==> src/rtl/rf_pkg.sv <==
// rf_pkg: shared constants and width-derivation helpers for the register
// file bank and its busy-bit scoreboard.
//   DEF_BUS_WIDTH / DEF_NUM_REGS : default parameter values
//   addr_w(n) : select width for n registers (n a power of two, n >= 2)
//   cnt_w(n)  : width of a counter that must hold 0..n inclusive
package rf_pkg;

    localparam int DEF_BUS_WIDTH = 16;
    localparam int DEF_NUM_REGS  = 8;

    function automatic int addr_w(input int n);
        return $clog2(n);
    endfunction

    // One extra bit so "every register busy" (== n) is representable.
    function automatic int cnt_w(input int n);
        return $clog2(n) + 1;
    endfunction

endpackage

==> src/rtl/rf_scoreboard.sv <==
// rf_scoreboard: one busy bit per register plus a running count of busy
// registers. A set marks a register as having an outstanding producer; a
// clear retires it. When both hit the same register on one edge the set
// wins, because the newer producer is still outstanding.
// Ports:
//   clk, rst_n         clock, asynchronous active-low reset
//   set_en, set_idx    mark register set_idx busy
//   clr_en, clr_idx    mark register clr_idx not busy
//   busy               per-register busy bits (registered)
//   busy_cnt           number of set bits in busy (registered)
module rf_scoreboard
    import rf_pkg::*;
#(
    parameter  int NUM_REGS = DEF_NUM_REGS,
    localparam int ADDR_W   = addr_w(NUM_REGS),
    localparam int CNT_W    = cnt_w(NUM_REGS)
) (
    input  logic                clk,
    input  logic                rst_n,
    input  logic                set_en,
    input  logic [ADDR_W-1:0]   set_idx,
    input  logic                clr_en,
    input  logic [ADDR_W-1:0]   clr_idx,
    output logic [NUM_REGS-1:0] busy,
    output logic [CNT_W-1:0]    busy_cnt
);

    logic [NUM_REGS-1:0] busy_nxt;
    logic                inc;
    logic                dec;

    always_comb begin
        busy_nxt = busy;
        if (clr_en) busy_nxt[clr_idx] = 1'b0;
        if (set_en) busy_nxt[set_idx] = 1'b1;
    end

    // The count moves only on real 0->1 / 1->0 transitions, so re-issuing a
    // busy register or writing an idle one leaves it unchanged. A clear that
    // collides with a set on the same register is cancelled by the set.
    assign inc = set_en && !busy[set_idx];
    assign dec = clr_en && busy[clr_idx] && !(set_en && (set_idx == clr_idx));

    always_ff @(posedge clk or negedge rst_n) begin
        if (!rst_n) begin
            busy     <= '0;
            busy_cnt <= '0;
        end else begin
            busy     <= busy_nxt;
            busy_cnt <= busy_cnt + CNT_W'(inc) - CNT_W'(dec);
        end
    end

endmodule

==> src/rtl/rf_bank_sb.sv <==
// rf_bank_sb: register file with two registered read ports, one writeback
// port and a busy-bit scoreboard for hazard reporting.
// Ports:
//   clk, rst_n        clock, asynchronous active-low reset
//   wr_en, rd, D      writeback strobe / destination / data
//   iss_en, iss_rd    issue strobe / destination marked busy
//   rd_en, rsA, rsB   read strobe and source selects for both ports
//   A, B              registered read data (held while rd_en=0)
//   hazA, hazB        registered "source pending" flags
//   busy_cnt          number of busy registers
module rf_bank_sb
    import rf_pkg::*;
#(
    parameter  int BUS_WIDTH = DEF_BUS_WIDTH,
    parameter  int NUM_REGS  = DEF_NUM_REGS,
    parameter  int ZERO_REG  = 0,
    localparam int ADDR_W    = addr_w(NUM_REGS),
    localparam int CNT_W     = cnt_w(NUM_REGS)
) (
    input  logic                 clk,
    input  logic                 rst_n,
    input  logic                 wr_en,
    input  logic [ADDR_W-1:0]    rd,
    input  logic [BUS_WIDTH-1:0] D,
    input  logic                 iss_en,
    input  logic [ADDR_W-1:0]    iss_rd,
    input  logic                 rd_en,
    input  logic [ADDR_W-1:0]    rsA,
    input  logic [ADDR_W-1:0]    rsB,
    output logic [BUS_WIDTH-1:0] A,
    output logic [BUS_WIDTH-1:0] B,
    output logic                 hazA,
    output logic                 hazB,
    output logic [CNT_W-1:0]     busy_cnt
);

    logic [NUM_REGS-1:0][BUS_WIDTH-1:0] regs;
    logic [NUM_REGS-1:0]                busy;
    logic                               wr_ok;
    logic                               iss_ok;
    logic                               byp_a;
    logic                               byp_b;

    // With ZERO_REG set, register 0 is never written and never marked busy,
    // so it stays at its reset value of 0 with a clear busy bit. Reads of it
    // then naturally return 0/haz=0, and bypass cannot fire because wr_ok
    // is already suppressed.
    assign wr_ok  = wr_en  && !((ZERO_REG != 0) && (rd     == '0));
    assign iss_ok = iss_en && !((ZERO_REG != 0) && (iss_rd == '0));

    assign byp_a = wr_ok && (rd == rsA);
    assign byp_b = wr_ok && (rd == rsB);

    rf_scoreboard #(
        .NUM_REGS (NUM_REGS)
    ) u_sb (
        .clk      (clk),
        .rst_n    (rst_n),
        .set_en   (iss_ok),
        .set_idx  (iss_rd),
        .clr_en   (wr_ok),
        .clr_idx  (rd),
        .busy     (busy),
        .busy_cnt (busy_cnt)
    );

    always_ff @(posedge clk or negedge rst_n) begin
        if (!rst_n) begin
            regs <= '0;
        end else if (wr_ok) begin
            regs[rd] <= D;
        end
    end

    // Both ports use identical logic, so rsA == rsB yields identical results.
    // A bypassed source reports no hazard: the value being written is the
    // one the reader is waiting for.
    always_ff @(posedge clk or negedge rst_n) begin
        if (!rst_n) begin
            A    <= '0;
            B    <= '0;
            hazA <= 1'b0;
            hazB <= 1'b0;
        end else if (rd_en) begin
            A    <= byp_a ? D    : regs[rsA];
            hazA <= byp_a ? 1'b0 : busy[rsA];
            B    <= byp_b ? D    : regs[rsB];
            hazB <= byp_b ? 1'b0 : busy[rsB];
        end
    end

endmodule

==> config.mk <==
export PLATFORM = sky130hd
export DESIGN_NAME = rf_bank_sb
export DESIGN_NICKNAME = d
export VERILOG_FILES = /design/src/rtl/rf_pkg.sv /design/src/rtl/rf_scoreboard.sv /design/src/rtl/rf_bank_sb.sv
export SDC_FILE = /design/constraint.sdc
export NUM_CORES = 1
export LEC_CHECK = 0
export BUFFER_PORTS_ARGS = -buffer_cell sky130_fd_sc_hd__buf_4
export CAP_MARGIN = 20
export CORE_UTILIZATION = 45
export CTS_BUF_LIST = sky130_fd_sc_hd__clkbuf_16
export CTS_CLUSTER_DIAMETER = 200
export DETAILED_ROUTE_END_ITERATION = 10
export SLEW_MARGIN = 20
export SYNTH_ARGS = -nofsm -noshare
export SYNTH_HDL_FRONTEND = slang
export SYNTH_SLANG_ARGS = --single-unit
==> constraint.sdc <==
create_clock -name clk -period 3.4 [get_ports clk]
set_clock_uncertainty 0.1 [all_clocks]
set_input_delay 0 -clock clk [delete_from_list [all_inputs] [get_ports clk]]
set_output_delay 0 -clock clk [all_outputs]
set_load 0.02 [all_outputs]
==> results list, run 1 <==
- Status: complete, no violations
- The count of final hold-check violations was 0.
* # port buffers: 70
- Summing all flip-flop and latch instances after layout gives between 4000 and 5000 sq um.
- Adding up every negative setup slack in the final design gives 0 ps.
- Counting flops and latches in the post-synthesis netlist gives 174.
- Final weighted congestion in routability-driven placement: 0.783
- Leakage Power: 4.48 nW
- After detailed routing, the average wire length per cell comes to between 20 and 25 um.
* Starting density of the core: a little under half
- Via density per instance: 6.03
- The die is about 140 um tall.
- TritonCTS clock tree: built
- The number of nets in the synthesized netlist is ~650.
- From synthesis to final layout, the design area changed by 16.1%.
- Final Setup Violations: 0
* Via count of the routed design: just under 6000
* DPL Wire Length: roughly 14 mm
- Share of synthesized registers carrying an async set or reset: between 90% and 100%
- Post-synth EDFFs: 0
- Initial antenna violation count: 0
- 71 I/O pins were placed.
- Flop pwr share: a little under half
- The analysis attributes to net switching a power of 1.89 mW.
- Mapped Area: 9090 sq um
- Setup repair after global routing missed its margin: false
* Number of buffer and inverter stages on the critical path: 2
- Fraction of the yosys area taken by sequential cells: 47.9%
- Max-cap violations in this run came to 0.
- Top cells by area in the synthesized netlist: sky130_fd_sc_hd__dfrtp_1 (48%), sky130_fd_sc_hd__mux4_2 (17%), sky130_fd_sc_hd__mux2_2 (16%)
- By count the netlist is led by sky130_fd_sc_hd__dfrtp_1 (174), sky130_fd_sc_hd__mux2_2 (131), sky130_fd_sc_hd__mux4_2 (70), sky130_fd_sc_hd__nand2_1 (58), sky130_fd_sc_hd__mux2i_1 (34).
- Global routing consumed, over all layers together, 24.3% of the routing resources.
- Utilization of the core after routing: between 50% and 60%
* Skew-Pair Late Insertion Delay: around 420 ps
- For this run, the number of Yosys warnings is 0.
* Stage delay of the slowest cell on the critical path: roughly 470 ps
- TritonCTS buffer count: 17
* Maximum resistive drop on vdd: approximately 320 uV
* Clk Tree Root Cell: sky130_fd_sc_hd__clkbuf_16
- The path with the worst hold slack has its endpoint at hazB.
* Clock-pin slew on the worst setup and hold paths: 70 ps
- Maximum number of pins on one net before global-route repair: 92
- Predominant post-synthesis flop cell: sky130_fd_sc_hd__dfrtp_1
- Diodes inserted: 0
- The via count of the first global-routing pass was a little over 6000.
- Cell internal power was estimated by the tool at 4.55 mW.
- Of the total power, the share spent switching nets is a little under 30%.
* Level count of the clock H-tree: 4
- In this run the critical register-to-register path is launched from u_sb.busy[7].
- In this run the core area contains 51 standard-cell rows.
- Crit path DAT: around 2800 ps
* Final count of pins violating max slew: 0
* Number of cells produced by synthesis: roughly 600
* Gr ovfl total: 0
- Worst slew margin relative to its limit: roughly a third
* Wire length of the first global-routing pass: roughly 36 mm
- Count of routing violations after the opening detailed-route iteration: between 300 and 400
- Layout net count: 731
- Share of final-layout standard cells stronger than drive strength 1: between 40% and 50%
- The worst register-to-register path ends at u_sb.busy_cnt[2].
- Subtracting the final worst setup slack from the clock period gives 2610 ps.
* Clk sinks: 174
* Worst Slack Setup Final: between 700 and 800 ps
* Hold Startpoint: rsB[0]
* Die X: roughly 140 um
- Total power divided by cell area: ~610 nW/um^2
- In the routed design, unresolved DRC markers number 0.
- The largest total area in the synthesized netlist belongs to sky130_fd_sc_hd__dfrtp_1.
- STA puts the critical path data required time at ~3600 ps.
- Area share of the largest cell type after synthesis: between 40% and 50%
* Number of nets with antenna violations after detailed routing: 0
* Clock network power share: ~28%
- Maximum buffer depth of the clock tree: 2
- Class of the worst hold path: input port to flop
- Fmax: ~0.38 GHz
* Comb power frac: 27.2%
* Number of cells upsized or downsized after cts: 0
- The kind of cell with the highest combined delay along the critical path is adder cells.
- Area of the core: between 15000 and 20000 sq um
* Area of the die: about 21000 sq um
* Type of origin of the critical path: flop
* Number of stages on the worst hold path: 3
* Library cells used by synthesis: 35
- Worst slack at placement: 795 ps
- sky130_fd_sc_hd__dfrtp_1 is the most common cell in the netlist.
- Reg2Reg Setup Slack: roughly 800 ps
- The worst register-to-register path has a depth of 9.
- Along the worst path, the maximum fanout reaches 5.
- The setup path with the least slack is of type flop to flop.
- After filler insertion, the fill cell instance count of the layout stands at around 1700.
- CP max stage cell: sky130_fd_sc_hd__mux4_2
- Post-route non-filler standard cell count: 971
* Critical path endpoint category: flop
- The critical path goes through mux4_2, mux2_2, and3_1, ha_1, inv_1, ha_1, inv_1, fa_1, xnor2_1.
- After detailed placement, the design holds a cell count of 914.
* Share of the clock period used by the worst path: just under 80%
- Count of TritonRoute iterations in the first routing pass: 5
* Wire length reported by the detailed router: 23.4 mm
- Multi-input gate area in the final layout: 4390 sq um
- At the pin with the least slew margin, the transition time is approximately 1000 ps.
- Mean Syn Cell Area: ~15 sq um
[worst reg2reg max path, stage by stage, from the launching register on]
cell                      delay, ps
sky130_fd_sc_hd__dfrtp_1        420
sky130_fd_sc_hd__mux4_2         470
sky130_fd_sc_hd__mux2_2         280
sky130_fd_sc_hd__and3_1         180
sky130_fd_sc_hd__ha_1           260
sky130_fd_sc_hd__inv_1           60
sky130_fd_sc_hd__ha_1           160
sky130_fd_sc_hd__inv_1           60
sky130_fd_sc_hd__fa_1           390
sky130_fd_sc_hd__xnor2_1        130
[power by group through the flow]
| stage | clock (mW) | sequential (mW) | combinational [mW] |
|---|---|---|---|
| after floorplan | 0 | 2.98 | 1.10 |
| after global placement | 0 | 2.89 | 1.70 |
| after detailed placement | 0 | 2.94 | 1.74 |
| after CTS | 1.83 | 2.91 | 1.77 |
| after global routing | 1.93 | 2.98 | 1.90 |
| final | 1.78 | 2.91 | 1.75 |
[cell usage in the layout (no fill, tap or decap), drive strengths merged, types with 2 or more instances in the layout]
| master | instances |
|---|---|
| a41o | 2 |
| buf | 84 |
| clkbuf | 17 |
| clkinv | 8 |
| clkinvlp | 5 |
| dfrtp | 174 |
| dlygate4sd3 | 25 |
| ha | 4 |
| inv | 14 |
| mux2 | 131 |
| mux2i | 34 |
| mux4 | 70 |
| nand2 | 58 |
| nand2b | 5 |
| nand4 | 4 |
| nand4b | 3 |
| nor3 | 2 |
| nor3b | 2 |
| o21ai | 4 |
| o221ai | 32 |
| o22ai | 3 |
| o32ai | 2 |
| xnor2 | 12 |
[metal layers]
metal / GRT usage (%) / wire length, um / up-vias
met5: 0 / 0 / -
met4: 6.38 / 332 / 0
met3: 5.23 / 1180 / 27
met2: 39.5 / 11500 / 178
met1: 32.9 / 10400 / 3132
li1: - / - / 2515
[repair_timing]
action                                 CTS  global route
hold buffers                            25             0
setup buffers                            0             0
endpoints found under the hold margin  258             0
[registers in the layout (all words and copies together), names as in the netlist]
signal / cells
u_sb.busy: 8
hazB: 1
hazA: 1
A: 16
B: 16
u_sb.busy_cnt: 4
regs: 128
[final cells by class]
cell class                 instances  area share [%]
clock buffer                      17            4.03
clock inverter                    15            1.01
sequential                       174            41.3
inverter                          13           0.462
multi-input combinational        378            41.6
timing repair buffer             109            8.50
tap                              265            3.14
[metrics by stage]
stage	area [sq um]	power (mW)	hold slack, ps
detailed placement	9770	4.68	63.2
global route	10600	6.81	82.4
global placement	9770	4.59	36.2
CTS	10600	6.51	33.9
finish	10600	6.44	41.9
floorplan	9090	4.08	-396
[worst max path at each step]
stage               cells after the start                to  slack [ps]          from
finish                                  9  u_sb.busy_cnt[2]         790  u_sb.busy[7]
CTS                                     9  u_sb.busy_cnt[2]         780  u_sb.busy[7]
detailed placement                      9  u_sb.busy_cnt[2]         800  u_sb.busy[7]
global route                            9  u_sb.busy_cnt[2]         670  u_sb.busy[2]
global placement                        9  u_sb.busy_cnt[1]         830  u_sb.busy[7]
floorplan                               9  u_sb.busy_cnt[2]         920  u_sb.busy[3]
[cell families (layout without fill, tap and decap cells)]
| logic type | count (synthesis) | in the layout | share of synthesized area, % |
|---|---|---|---|
| compound gates | 49 | 49 | 4.47 |
| xor+xnor | 12 | 12 | 1.16 |
| fa+ha+maj | 5 | 5 | 0.771 |
| buf+inv | 59 | 154 | 3.80 |
| flops | 174 | 174 | 47.9 |
| mux | 235 | 235 | 37.3 |
| simple gates | 77 | 77 | 4.58 |
No activity file was read; power rests on OpenSTA's default activity.
==> run 2: changes to the inputs <==
- ABC_AREA: not set -> 1
- clock period: 3.4 -> 2.69 ns (I/O delays scaled with it)
==> run 2 against run 1 <==
Effect of this change: global-route usage grew 5.8 points; die area increased by 8.4%; hold slack lost 11 ps; worst setup slack lost 230 ps; final cell count grew 72%; combinational power is 19% higher; sequential power rose by 18%; flip-flop and latch count unchanged; clock-buffer cell count unchanged; non-clock buffer count rose by 14; clock power up 57%; total power is 29% higher.
==> results list, run 2 <==
- Status: complete, no violations (unchanged).
- The pre-CTS setup slack is 588 ps (was 795 ps).
- The dominant combinational cell family by area after synthesis is simple AND/OR/NAND/NOR gates (was multiplexers).
- Max-cap violations: 0 (unchanged)
- Reg-to-reg startpoint: u_sb.busy[1] (was u_sb.busy[7])
* Leading registers by flop count: regs x128, A x16, B x16 (unchanged)
* Mapped Area: 9860 sq um (was 9090 sq um)
* Sequential cell area in the final layout: 4350 sq um (unchanged)
* Stage delay of the slowest cell on the critical path: 550 ps (was 470 ps)
- Number of cells upsized or downsized after cts: 0 (unchanged)
- The area fraction in and, or, nand and nor cells after synthesis came to 27.2% (was 4.58%).
* Initial antenna violation count: 0 (unchanged)
- Count of routing violations after the opening detailed-route iteration: 901 (was 342)
- Share of synthesized registers carrying an async set or reset: 100% (unchanged)
- Count of hold buffers inserted by post-cts repair: 27 (was 25)
* Skew-Pair Late Insertion Delay: 430 ps (was 420 ps)
- Final hold violation count: 0 (unchanged)
- After layout, the minimum clock period comes to 2130 ps.
* Number of rows created at floorplan: 53 (was 51)
- Gr ovfl total: 0 (unchanged)
- The multiplexer area fraction after synthesis came to 0% (was 37.3%).
- Top cells by area in the synthesized netlist: sky130_fd_sc_hd__dfrtp_1 (44%), sky130_fd_sc_hd__nand2_1 (13%), sky130_fd_sc_hd__o21ai_0 (8.7%) (was sky130_fd_sc_hd__dfrtp_1 (48%), sky130_fd_sc_hd__mux4_2 (17%), sky130_fd_sc_hd__mux2_2 (16%))
* Multi-input gate area in the final layout: 4420 sq um (was 4390 sq um)
- Worst slew margin relative to its limit: 29.3% (was 32.3%)
- Clk sinks: 174 (unchanged)
- The ratio of total power to cell area is 727 nW/um^2 (was 611 nW/um^2).
- The wire length per cell is 19.4 um (was 24.1 um).
- The slack of the worst reg-to-reg path is 580 ps (was 790 ps).
- Layout net count: 1423 (was 731)
- Via density per instance: 5.57 (was 6.03)
- Clock-pin slew on the worst setup and hold paths: 70 ps (about the same)
- The worst-path cell with the longest stage delay is sky130_fd_sc_hd__dlygate4sd3_1 (was sky130_fd_sc_hd__mux4_2).
* Crit path DAT: 2400 ps (was 2830 ps)
- Post-route non-filler standard cell count: 1673 (was 971)
- Maximum number of pins on one net before global-route repair: 96 (was 92)
- The wire length of the first global-routing pass was 50.4 mm (was 35.9 mm).
- The flip-flop and latch count after synthesis is 174 (unchanged).
- Net count of the mapped netlist: 1378 (was 649)
- The total of warnings raised by yosys was 0 (unchanged).
- Slew at the pin closest to its max-slew limit: 1060 ps (was 1010 ps)
- Wire length reported by the detailed router: 32.5 mm (was 23.4 mm)
- Final weighted congestion in routability-driven placement: 0.869 (was 0.783)
- Setup repair after global routing missed its margin: false (unchanged).
- Critical path endpoint category: flop (unchanged)
- The number of nets still failing antenna checks after routing was 0 (unchanged).
- The total routing resource utilization after global routing is 30.1% (was 24.3%).
* Leakage Power: 5.44 nW (was 4.48 nW)
- The number of vias after detailed routing is 9318 (was 5852).
- The final number of setup-violating endpoints is 0 (unchanged).
- The most used standard cell by instance count after synthesis was sky130_fd_sc_hd__nand2_1 (was sky130_fd_sc_hd__dfrtp_1).
- Area share of the largest cell type after synthesis: 44.2% (was 47.9%)
* Filler cells: 2063 (was 1694)
- The total placed cells including tap cells came to 1614 (was 914).
* Most common library cell in the layout ignoring fill and taps: sky130_fd_sc_hd__nand2_1 (was sky130_fd_sc_hd__dfrtp_1)
- The number of synthesized flops with an enable pin is 0 (unchanged).
- Vias in the first global route: 8920 (was 6036)
- The TritonCTS clock tree is built (unchanged).
- Of the available clock period, the critical path in the final layout requires around four fifths.
- Area of the core: 21200 sq um (was 19700 sq um)
- Library cells used by synthesis: 30 (was 35)
* Type of origin of the critical path: input port (was flop)
- The share of the synthesized netlist area taken by xor and xnor gates is 0.266% (was 1.16%).
- Synthesis-to-finish area growth: 15.7% (was 16.1%)
- FF-to-FF End: u_sb.busy_cnt[2] (unchanged)
* Compound-gate portion of the synthesized area: 16.7% (was 4.47%)
- The number of antenna cells inserted was 0 (unchanged).
* Maximum buffer depth of the clock tree: 2 (unchanged)
- The logic depth of the worst register-to-register path is 12 (was 9).
* TritonCTS buffer count: 17 (unchanged)
* DRC Markers: 0 (unchanged)
- Die X: 150 um (was 144 um)
- The clock tree root driver cell is sky130_fd_sc_hd__clkbuf_16 (unchanged).
* DPL Wire Length: 19.8 mm (was 13.5 mm)
- The area enclosed by the die boundary came to 22500 sq um (was 20800 sq um).
- The most flop-heavy register is regs (unchanged).
- The mean post-synth cell area was 7.36 sq um (was 14.9 sq um).
* # Post-CTS Setup Buffers: 0 (unchanged)
* Worst Slack Setup Final: 555 ps (was 787 ps)
- Commonest non-fill, non-tap cells in the layout: sky130_fd_sc_hd__nand2_1 (342), sky130_fd_sc_hd__dfrtp_1 (174), sky130_fd_sc_hd__o21ai_0 (172) (was sky130_fd_sc_hd__dfrtp_1 (174), sky130_fd_sc_hd__mux2_2 (131), sky130_fd_sc_hd__buf_4 (82)).
* Worst endpoint required time: 2960 ps (was 3610 ps)
* Maximum resistive drop on vdd: 400 uV (was 318 uV)
- Class of the worst hold path: input port to async pin (was input port to flop)
* Predominant post-synthesis flop cell: sky130_fd_sc_hd__dfrtp_1 (unchanged)
- CP Cell Sequence: dlygate4sd3_1, buf_4, nand2_2, nor2_1, buf_4, inv_1, nand2_1, o21ai_1, dlygate4sd3_1 (was mux4_2, mux2_2, and3_1, ha_1, inv_1, ha_1, inv_1, fa_1, xnor2_1).
- The highest fanout seen on the critical path was 21 (was 5).
- The detailed-routing iteration count for the pre-antenna-repair pass came to 6 (was 5).
- The number of flip-flops under the largest register name was 128 (unchanged).
- The y dimension of the die came to 150 um (was 144 um).
- The adder-cell share of the synthesized area was 0.711% (was 0.771%).
- Final count of pins violating max slew: 0 (unchanged)
* Level count of the clock H-tree: 4 (unchanged)
- Cell types with the highest counts after synthesis: sky130_fd_sc_hd__nand2_1 (342), sky130_fd_sc_hd__dfrtp_1 (174), sky130_fd_sc_hd__o21ai_0 (172), sky130_fd_sc_hd__nand3_1 (159), sky130_fd_sc_hd__inv_1 (147) (was sky130_fd_sc_hd__dfrtp_1 (174), sky130_fd_sc_hd__mux2_2 (131), sky130_fd_sc_hd__mux4_2 (70), sky130_fd_sc_hd__nand2_1 (58), sky130_fd_sc_hd__mux2i_1 (34))
- The initial core utilization was 46.5% (was 46.3%).
- Number of cells produced by synthesis: 1340 (was 611)
- The largest area contributor in the netlist is sky130_fd_sc_hd__dfrtp_1 (unchanged).
- The type of the setup path with the least slack is input port to flop (was flop to flop).
- Post-route setup TNS: 0 ps (unchanged)
- # port buffers: 70 (unchanged)
* Boundary Pins: 71 (unchanged)
- Fraction of the yosys area taken by sequential cells: 44.2% (was 47.9%)
- The fraction of layout cells with a size suffix above 1 came to 13.1% (was 45.6%).
* Fmax: 0.468 GHz
-- run 2: changes by cell type after synthesis, sizes merged, moves of 10 or more --
cell / before / now
o221ai: 32 / 0
nand3: 0 / 178
inv: 13 / 160
o21ai: 4 / 192
nor2: 0 / 51
buf: 34 / 59
mux2: 131 / 0
nand2: 58 / 350
o211ai: 0 / 29
mux4: 70 / 0
clkbuf: 12 / 38
mux2i: 34 / 0
xnor2: 12 / 2
a21oi: 1 / 81
-- run 2: per-layer routing --
metal / part of all wire, % / vias to the layer above / wire length [um] / track usage (%)
met5: 0 / - / 0 / 0
met4: 2.7 / 0 / 872 / 10.2
met3: 5.8 / 63 / 1880 / 3.84
met1: 41 / 4427 / 13400 / 37.5
li1: - / 4459 / - / -
met2: 50 / 369 / 16300 / 53.3
-- run 2: logic make-up (layout without fill, tap and decap cells) --
group                      Yosys count  count (layout)
and+or+nand+nor                    592             592
AOI/OAI and AO/OA                  309             309
buffers and inverters              257             315
DFF                                174             174
adders and majority gates            5               5
xor gates and xnor gates             3               3
-- run 2: cell type report --
cell class	instances	area share (%)
Clock inverter	15	2.03
Inverter	160	5.29
Tap cell	275	3.02
Clock buffer	17	3.73
Timing Repair Buffer	123	9.05
Multi-Input combinational cell	909	38.7
Sequential cell	174	38.2
-- run 2: how the worst max path moves through the flow --
stage,from,to,slack (ps),cells past startpoint
global placement,u_sb.busy[6],u_sb.busy_cnt[2],590,12
detailed placement,u_sb.busy[1],u_sb.busy_cnt[1],590,12
finish,wr_en,u_sb.busy[6],560,9
floorplan,u_sb.busy[6],u_sb.busy_cnt[2],700,12
global route,u_sb.busy[1],u_sb.busy_cnt[2],370,12
CTS,u_sb.busy[1],u_sb.busy_cnt[1],590,12
-- run 2: critical path, delay by kind of cell --
family                 cells  cell delay [ps]
buffers and inverters      5             1960
AND/OR/NAND/NOR            3              340
AO/OA/AOI/OAI              1              100
-- run 2: power by group --
| part | internal (mW) | switching, mW |
|---|---|---|
| logic | 0.759 | 1.33 |
| clock network | 1.67 | 1.12 |
| registers | 3.15 | 0.272 |
-- run 2: through the flow --
step	hold WS [ps]	area, sq um	power (mW)	utilization (%)
3_3_place_gp	-46.0	10500	5.47	49.4
6_report	30.6	11400	8.30	53.8
3_5_place_dp	-47.4	10500	5.51	49.4
4_1_cts	17.4	11400	8.33	53.8
5_1_grt	46.8	11400	8.75	53.8
2_1_floorplan	-396	9860	4.79	-
